**src/rtl/et_err_serializer.sv**
```systemverilog
// Frames parallel TLK/DC error words onto a single serial error line:
// 3-bit type header (MSB first), payload LSB first, zero idle and a fixed inter-frame gap.
module et_err_serializer #(
    parameter int LENGTH_ERR_TLK = 18,
    parameter int LENGTH_ERR_DC  = 20,
    parameter int GAP_BITS       = 4
) (
    input  logic                      clk,
    input  logic                      rst_n,
    input  logic                      in_live,
    input  logic [LENGTH_ERR_TLK-1:0] tlk_err_bus,
    input  logic                      tlk_valid,
    output logic                      tlk_ready,
    input  logic [LENGTH_ERR_DC-1:0]  dc_err_bus,
    input  logic                      dc_valid,
    output logic                      dc_ready,
    output logic                      out_err,
    output logic                      busy,
    output logic                      tlk_sent,
    output logic                      dc_sent,
    output logic                      ovf
);

    localparam int LEN_MAX = (LENGTH_ERR_DC > LENGTH_ERR_TLK) ? LENGTH_ERR_DC : LENGTH_ERR_TLK;
    localparam int PCW     = $clog2(LEN_MAX);
    localparam int GCW     = $clog2(GAP_BITS);

    localparam logic [PCW-1:0] TLK_LAST = PCW'(LENGTH_ERR_TLK - 1);
    localparam logic [PCW-1:0] DC_LAST  = PCW'(LENGTH_ERR_DC - 1);
    localparam logic [GCW-1:0] GAP_LAST = GCW'(GAP_BITS - 1);

    localparam logic [1:0] S_IDLE = 2'd0;
    localparam logic [1:0] S_HDR  = 2'd1;
    localparam logic [1:0] S_PAY  = 2'd2;
    localparam logic [1:0] S_GAP  = 2'd3;

    logic [1:0]                r_state;
    logic [1:0]                r_hdr_cnt;
    logic [PCW-1:0]            r_pay_cnt;
    logic [GCW-1:0]            r_gap_cnt;
    logic                      r_is_dc;
    logic [LEN_MAX-1:0]        r_shift;
    logic                      r_out_err;
    logic                      r_tlk_sent;
    logic                      r_dc_sent;
    logic                      r_ovf;
    logic [LENGTH_ERR_TLK-1:0] r_tlk_hold;
    logic                      r_tlk_pend;
    logic [LENGTH_ERR_DC-1:0]  r_dc_hold;
    logic                      r_dc_pend;

    logic [1:0]         w_state_next;
    logic [1:0]         w_hdr_cnt_next;
    logic [PCW-1:0]     w_pay_cnt_next;
    logic [GCW-1:0]     w_gap_cnt_next;
    logic               w_is_dc_next;
    logic [LEN_MAX-1:0] w_shift_next;
    logic               w_out_next;
    logic               w_last_next;
    logic [PCW-1:0]     w_pay_last;
    logic               w_load_slot;
    logic               w_load_dc;
    logic               w_load_tlk;
    logic               w_load;
    logic               w_tlk_acc;
    logic               w_dc_acc;

    assign w_pay_last  = r_is_dc ? DC_LAST : TLK_LAST;
    // A frame may start from IDLE or directly out of the last gap cycle.
    assign w_load_slot = (r_state == S_IDLE) | ((r_state == S_GAP) & (r_gap_cnt == GAP_LAST));
    assign w_load_dc   = in_live & w_load_slot & r_dc_pend;
    assign w_load_tlk  = in_live & w_load_slot & ~r_dc_pend & r_tlk_pend;
    assign w_load      = w_load_dc | w_load_tlk;

    // Loading frees the holding register on the same edge, so a new word is not blocked.
    assign w_tlk_acc   = in_live & tlk_valid & (~r_tlk_pend | w_load_tlk);
    assign w_dc_acc    = in_live & dc_valid & (~r_dc_pend | w_load_dc);

    always_comb begin
        w_state_next   = r_state;
        w_hdr_cnt_next = r_hdr_cnt;
        w_pay_cnt_next = r_pay_cnt;
        w_gap_cnt_next = r_gap_cnt;
        w_is_dc_next   = r_is_dc;
        w_shift_next   = r_shift;
        w_out_next     = 1'b0;
        w_last_next    = 1'b0;

        case (r_state)
            S_IDLE: begin
                w_state_next = S_IDLE;
            end
            S_HDR: begin
                if (r_hdr_cnt == 2'd2) begin
                    w_state_next   = S_PAY;
                    w_pay_cnt_next = '0;
                    w_out_next     = r_shift[0];
                    w_shift_next   = {1'b0, r_shift[LEN_MAX-1:1]};
                    w_last_next    = (w_pay_last == '0);
                end else begin
                    w_hdr_cnt_next = r_hdr_cnt + 2'd1;
                    w_out_next     = (r_hdr_cnt == 2'd1) & r_is_dc;
                end
            end
            S_PAY: begin
                if (r_pay_cnt == w_pay_last) begin
                    w_state_next   = S_GAP;
                    w_gap_cnt_next = '0;
                end else begin
                    w_pay_cnt_next = PCW'(r_pay_cnt + 1'b1);
                    w_out_next     = r_shift[0];
                    w_shift_next   = {1'b0, r_shift[LEN_MAX-1:1]};
                    w_last_next    = (PCW'(r_pay_cnt + 1'b1) == w_pay_last);
                end
            end
            S_GAP: begin
                if (r_gap_cnt == GAP_LAST) begin
                    w_state_next = S_IDLE;
                end else begin
                    w_gap_cnt_next = GCW'(r_gap_cnt + 1'b1);
                end
            end
            default: begin
                w_state_next = S_IDLE;
            end
        endcase

        if (w_load) begin
            w_state_next   = S_HDR;
            w_hdr_cnt_next = 2'd0;
            w_is_dc_next   = w_load_dc;
            w_shift_next   = w_load_dc ? LEN_MAX'(r_dc_hold) : LEN_MAX'(r_tlk_hold);
            w_out_next     = 1'b1;
        end

        // Link down abandons everything, including a partial frame.
        if (!in_live) begin
            w_state_next   = S_IDLE;
            w_hdr_cnt_next = '0;
            w_pay_cnt_next = '0;
            w_gap_cnt_next = '0;
            w_is_dc_next   = 1'b0;
            w_out_next     = 1'b0;
            w_last_next    = 1'b0;
        end
    end

    always_ff @(posedge clk or negedge rst_n) begin
        if (!rst_n) begin
            r_state    <= S_IDLE;
            r_hdr_cnt  <= '0;
            r_pay_cnt  <= '0;
            r_gap_cnt  <= '0;
            r_is_dc    <= 1'b0;
            r_shift    <= '0;
            r_out_err  <= 1'b0;
            r_tlk_sent <= 1'b0;
            r_dc_sent  <= 1'b0;
            r_ovf      <= 1'b0;
            r_tlk_hold <= '0;
            r_tlk_pend <= 1'b0;
            r_dc_hold  <= '0;
            r_dc_pend  <= 1'b0;
        end else begin
            r_state    <= w_state_next;
            r_hdr_cnt  <= w_hdr_cnt_next;
            r_pay_cnt  <= w_pay_cnt_next;
            r_gap_cnt  <= w_gap_cnt_next;
            r_is_dc    <= w_is_dc_next;
            r_shift    <= w_shift_next;
            r_out_err  <= w_out_next;
            r_tlk_sent <= w_last_next & ~r_is_dc;
            r_dc_sent  <= w_last_next & r_is_dc;
            if (w_tlk_acc) begin
                r_tlk_hold <= tlk_err_bus;
            end
            if (w_dc_acc) begin
                r_dc_hold <= dc_err_bus;
            end
            r_tlk_pend <= in_live & ((r_tlk_pend & ~w_load_tlk) | w_tlk_acc);
            r_dc_pend  <= in_live & ((r_dc_pend & ~w_load_dc) | w_dc_acc);
            r_ovf      <= in_live & (r_ovf | (tlk_valid & ~w_tlk_acc) | (dc_valid & ~w_dc_acc));
        end
    end

    assign tlk_ready = in_live & ~r_tlk_pend;
    assign dc_ready  = in_live & ~r_dc_pend;
    assign out_err   = r_out_err;
    assign busy      = (r_state != S_IDLE);
    assign tlk_sent  = r_tlk_sent;
    assign dc_sent   = r_dc_sent;
    assign ovf       = r_ovf;

endmodule

```
**config.mk**
```make
export PLATFORM = sky130hd
export DESIGN_NAME = et_err_serializer
export DESIGN_NICKNAME = d
export VERILOG_FILES = /design/src/rtl/et_err_serializer.sv
export SDC_FILE = /design/constraint.sdc
export NUM_CORES = 1
export LEC_CHECK = 0
export ABC_AREA = 1
export ABC_CLOCK_PERIOD_IN_PS = 1500
export CAP_MARGIN = 20
export CELL_PAD_IN_SITES_DETAIL_PLACEMENT = 1
export CELL_PAD_IN_SITES_GLOBAL_PLACEMENT = 1
export CORE_ASPECT_RATIO = 1.1
export CORE_MARGIN = 10
export CORE_UTILIZATION = 42
export CTS_CLUSTER_SIZE = 8
export DETAILED_ROUTE_END_ITERATION = 16
export DONT_BUFFER_PORTS = 1
export PLACE_DENSITY_LB_ADDON = 0.1
export SETUP_SLACK_MARGIN = 0.4
export SYNTH_ARGS = -nofsm -noshare
export SYNTH_HDL_FRONTEND = slang
export SYNTH_SLANG_ARGS = --single-unit
```
**constraint.sdc**
```tcl
create_clock -name clk -period 1.5 [get_ports clk]
set_input_delay 0.3 -clock clk [delete_from_list [all_inputs] [get_ports clk]]
set_output_delay 0.3 -clock clk [all_outputs]
set_load 0.005 [all_outputs]
```
==> results by group <==
Worst setup path
  – Reg-to-reg endpoint: r_tlk_hold[10]
  – Critical path origin: r_state[0]
  – CP delay by family, top: simple AND/OR/NAND/NOR gates
  – Required @ worst endpoint: 1.75 ns
  – Worst Setup End Kind: flop
  – CP Max Fanout: 18
  – FF-to-FF path depth: 10
  – WP buf/inv: 3
  – Reg2reg setup slack: -0.12 ns
  – CP arrival: 1.87 ns
  – Critical path class: reg -> reg
  – Crit start category: flop
  – Max incr delay on CP: 0.41 ns
  – Critical-path top delay cell: dfrtp_1
  – Crit path cell chain: inv_2, ha_4, inv_4, nand2_4, nand3_2, nand2_2, nand3_4, buf_12, nor2_1, a21oi_2
  – RR Startpoint: r_state[0]

Placement
  – Dpl ws: -0.1226 ns
  – Dpl hpwl: 7.436 mm
  – Gpl congestion: 0.7870
  – Port bufs: 0
  – Post-placement cell count: 631

Global routing
  – Initial antenna violation count: 0
  – Total Routing Usage GR: 17.99%
  – Largest net degree at the start of global routing: 77
  – Vias in the first global route: 3888
  – First-pass GRT wire length: 19.67 mm
  – Remaining global-route overflow: 0

Clock network
  – TritonCTS Sinks: 76
  – Max H-tree Level: 3
  – CTS tree: yes
  – CTS buffer count: 9
  – Worst-path clk slew: 0.09 ns
  – Worst-skew pair later-pin latency: 0.37 ns
  – Root buf cell: clkbuf_8
  – Max Root-Sink Buffers: 2

Detailed routing
  – Via count: 3560
  – 1st-pass router iterations: 4
  – Drt total wl: 12.32 mm
  – Antenna viol nets, final: 0
  – Routed len/inst: 18.36 um
  – Vias per cell: 5.306
  – Initial DRC count: 129
  – DRC Markers: 0

STA
  – Minimum clock period: 1.621 ns
  – Tcrit/Tclk final: 108.1%
  – Clk_skew: 0.01331 ns
  – Setup ws final: -0.1212 ns
  – Fin. Hold Viols: 76
  – Count of pins over their slew limit: 0
  – Max_slew headroom: 75.76%
  – Setup violators final: 48
  – RSZ-0062 raised after global routing: yes
  – Worst hold margin: -0.3847 ns
  – Worst slew pin tran: 0.3614 ns
  – Achievable Freq: 0.6168 GHz

Power
  – Tot Pwr: 6.665 mW
  – Int Pwr: 4.324 mW
  – Combinational power share: 35.0%
  – Net switching fraction of the power: 35.12%
  – Leakage: 2.707 nW
  – Seq pwr share: 41.3%
  – P_sw: 2.340 mW
  – Power Density: 1201 mW/mm^2
  – Max VDD drop: 597.0 uV
  – Clock power frac: 23.7%

Logic synthesis
  – Seq/Total Area, Yosys: 48.09%
  – Syn Std Cell Area: 0.003955 sq mm
  – Synth cell types: 30
  – Post-Syn Instances: 496
  – Synth Flop Type: dfrtp_1
  – Synth Area in XOR/XNOR: 0.6643%
  – EDFF count, synth: 0
  – Synthesis Warnings: 0
  – Post-synthesis mux area share: 0%
  – Synth Area in Adders: 2.531%
  – FF+latch count, synth: 76
  – Post-synth ARST share: 100.0%
  – Simple-gate share of the synthesized area: 33.15%
  – Main combinational cell family by area after synthesis: simple AND/OR/NAND/NOR gates
  – Compound-Gate Fraction of Synth Area: 6.169%
  – Post-synthesis net count: 547
  – Avg Inst Size Synth: 7.974 sq um

Layout
  – Final #Nets: 601
  – Most frequent cells in the layout: nand2_1 (100), dfrtp_1 (76), inv_1 (45)
  – Utilization after layout: 59.96%
  – Area grow syn2layout: 40.37%
  – # diodes: 0
  – Non-Filler Instances: 671
  – Most common cell after layout, fill and taps aside: nand2_1
  – Layout cell share with drive strength beyond 1: 40.43%

Floorplan
  – Die Height: 121.8 um
  – Core area: 0.009259 sq mm
  – Rows: 37
  – Initial core utilization: 42.72%
  – Die area: 0.01370 sq mm
  – Ports: 50
  – Chip Width: 112.5 um

Outcome
  – Failing checks: hold timing, setup timing
  – Outcome: finished with violations

Job
  – Maxcap violations: 0

Min path
  – Hold Path Class: in -> async
area by class of cell:
cell class,instances,area [sq um]
Clock buffer,10,137.6
Clock inverter,5,52.55
Fill cell,1054,3707
Inverter,56,222.7
Multi-Input combinational cell,342,2296
Sequential cell,76,1902
Tap cell,117,146.4
Timing Repair Buffer,64,778.2
Timing Repair inverter,1,16.27
state kept, by name, summed over array words and instances (netlist names):
| name | count |
|---|---|
| r_dc_hold | 20 |
| r_shift | 20 |
| r_tlk_hold | 18 |
| r_pay_cnt | 5 |
| r_gap_cnt | 2 |
| r_hdr_cnt | 2 |
| r_state | 2 |
| dc_sent | 1 |
| out_err | 1 |
| ovf | 1 |
| r_dc_pend | 1 |
| r_is_dc | 1 |
| r_tlk_pend | 1 |
| tlk_sent | 1 |
power by group through the flow:
stage | Sequential [mW] | Clock, mW | Combinational [mW]
3_5_place_dp | 2.72 | 0 | 1.71
3_3_place_gp | 2.71 | 0 | 1.63
6_report | 2.75 | 1.58 | 2.33
5_1_grt | 2.81 | 1.70 | 2.58
2_1_floorplan | 2.66 | 0 | 1.22
4_1_cts | 2.72 | 1.63 | 2.09
metrics by stage:
step	setup TNS [ns]	instance area (sq um)
after detailed placement	-2.925	4373
final	-3.030	5552
after floorplan	-0.4257	3986
after CTS	-1.740	5309
after global placement	-0.6597	4373
after global routing	-9.079	5552
cells by family after synthesis:
logic type / Yosys count
adder cells (fa/ha/maj): 8
AND/OR/NAND/NOR: 283
buffers and inverters: 79
flip-flops: 76
AO/OA/AOI/OAI: 47
XOR/XNOR: 3
synth_stat cells (all sizes together), types with 2 or more instances:
cell type  count  share of area (%)
nor2          42                4.4
nor3           2               0.25
nand2        152                 16
clkbuf         3               0.28
nand4         20                3.2
xnor2          2               0.44
a21oi         36                4.7
or2            3               0.47
o21ai          9                1.1
dfrtp         76                 48
ha             8                2.5
nand3         63                8.3
inv           55                5.3
buf           20                3.7
metal layers:
| metal | wire length (um) | track usage, % | up-vias |
|---|---|---|---|
| li1 | - | - | 1700 |
| met1 | 4981 | 20.63 | 1775 |
| met2 | 6568 | 32.03 | 70 |
| met3 | 545 | 4.031 | 15 |
| met4 | 224 | 6.825 | 0 |
| met5 | 0 | 0 | - |
worst max path at each step:
stage	cells after the start	slack, ns	endpoint
6_report	10	-0.12	r_tlk_hold[10]
5_1_grt	9	-0.22	r_tlk_hold[13]
4_1_cts	11	-0.08	r_shift[7]
3_5_place_dp	12	-0.12	r_shift[7]
3_3_place_gp	10	-0.06	r_hdr_cnt[1]
2_1_floorplan	12	-0.04	r_shift[1]
worst register-to-register path: cells and delay by family (launching register included):
family                   cells  cell delay, ns
AO/OA/AOI/OAI                1            0.05
AND/OR/NAND/NOR              5            0.58
buffers and inverters        3            0.33
flip-flops                   1            0.41
adder cells (fa/ha/maj)      1            0.15
timing repair:
item,in CTS,in global routing
gates cloned,6,1
pin swaps,22,18
buffers inserted,15,3
endpoints found under the hold margin,76,76
setup endpoints to repair,80,80
gates resized for setup,136,56
Power figures use the tool's default switching activity.
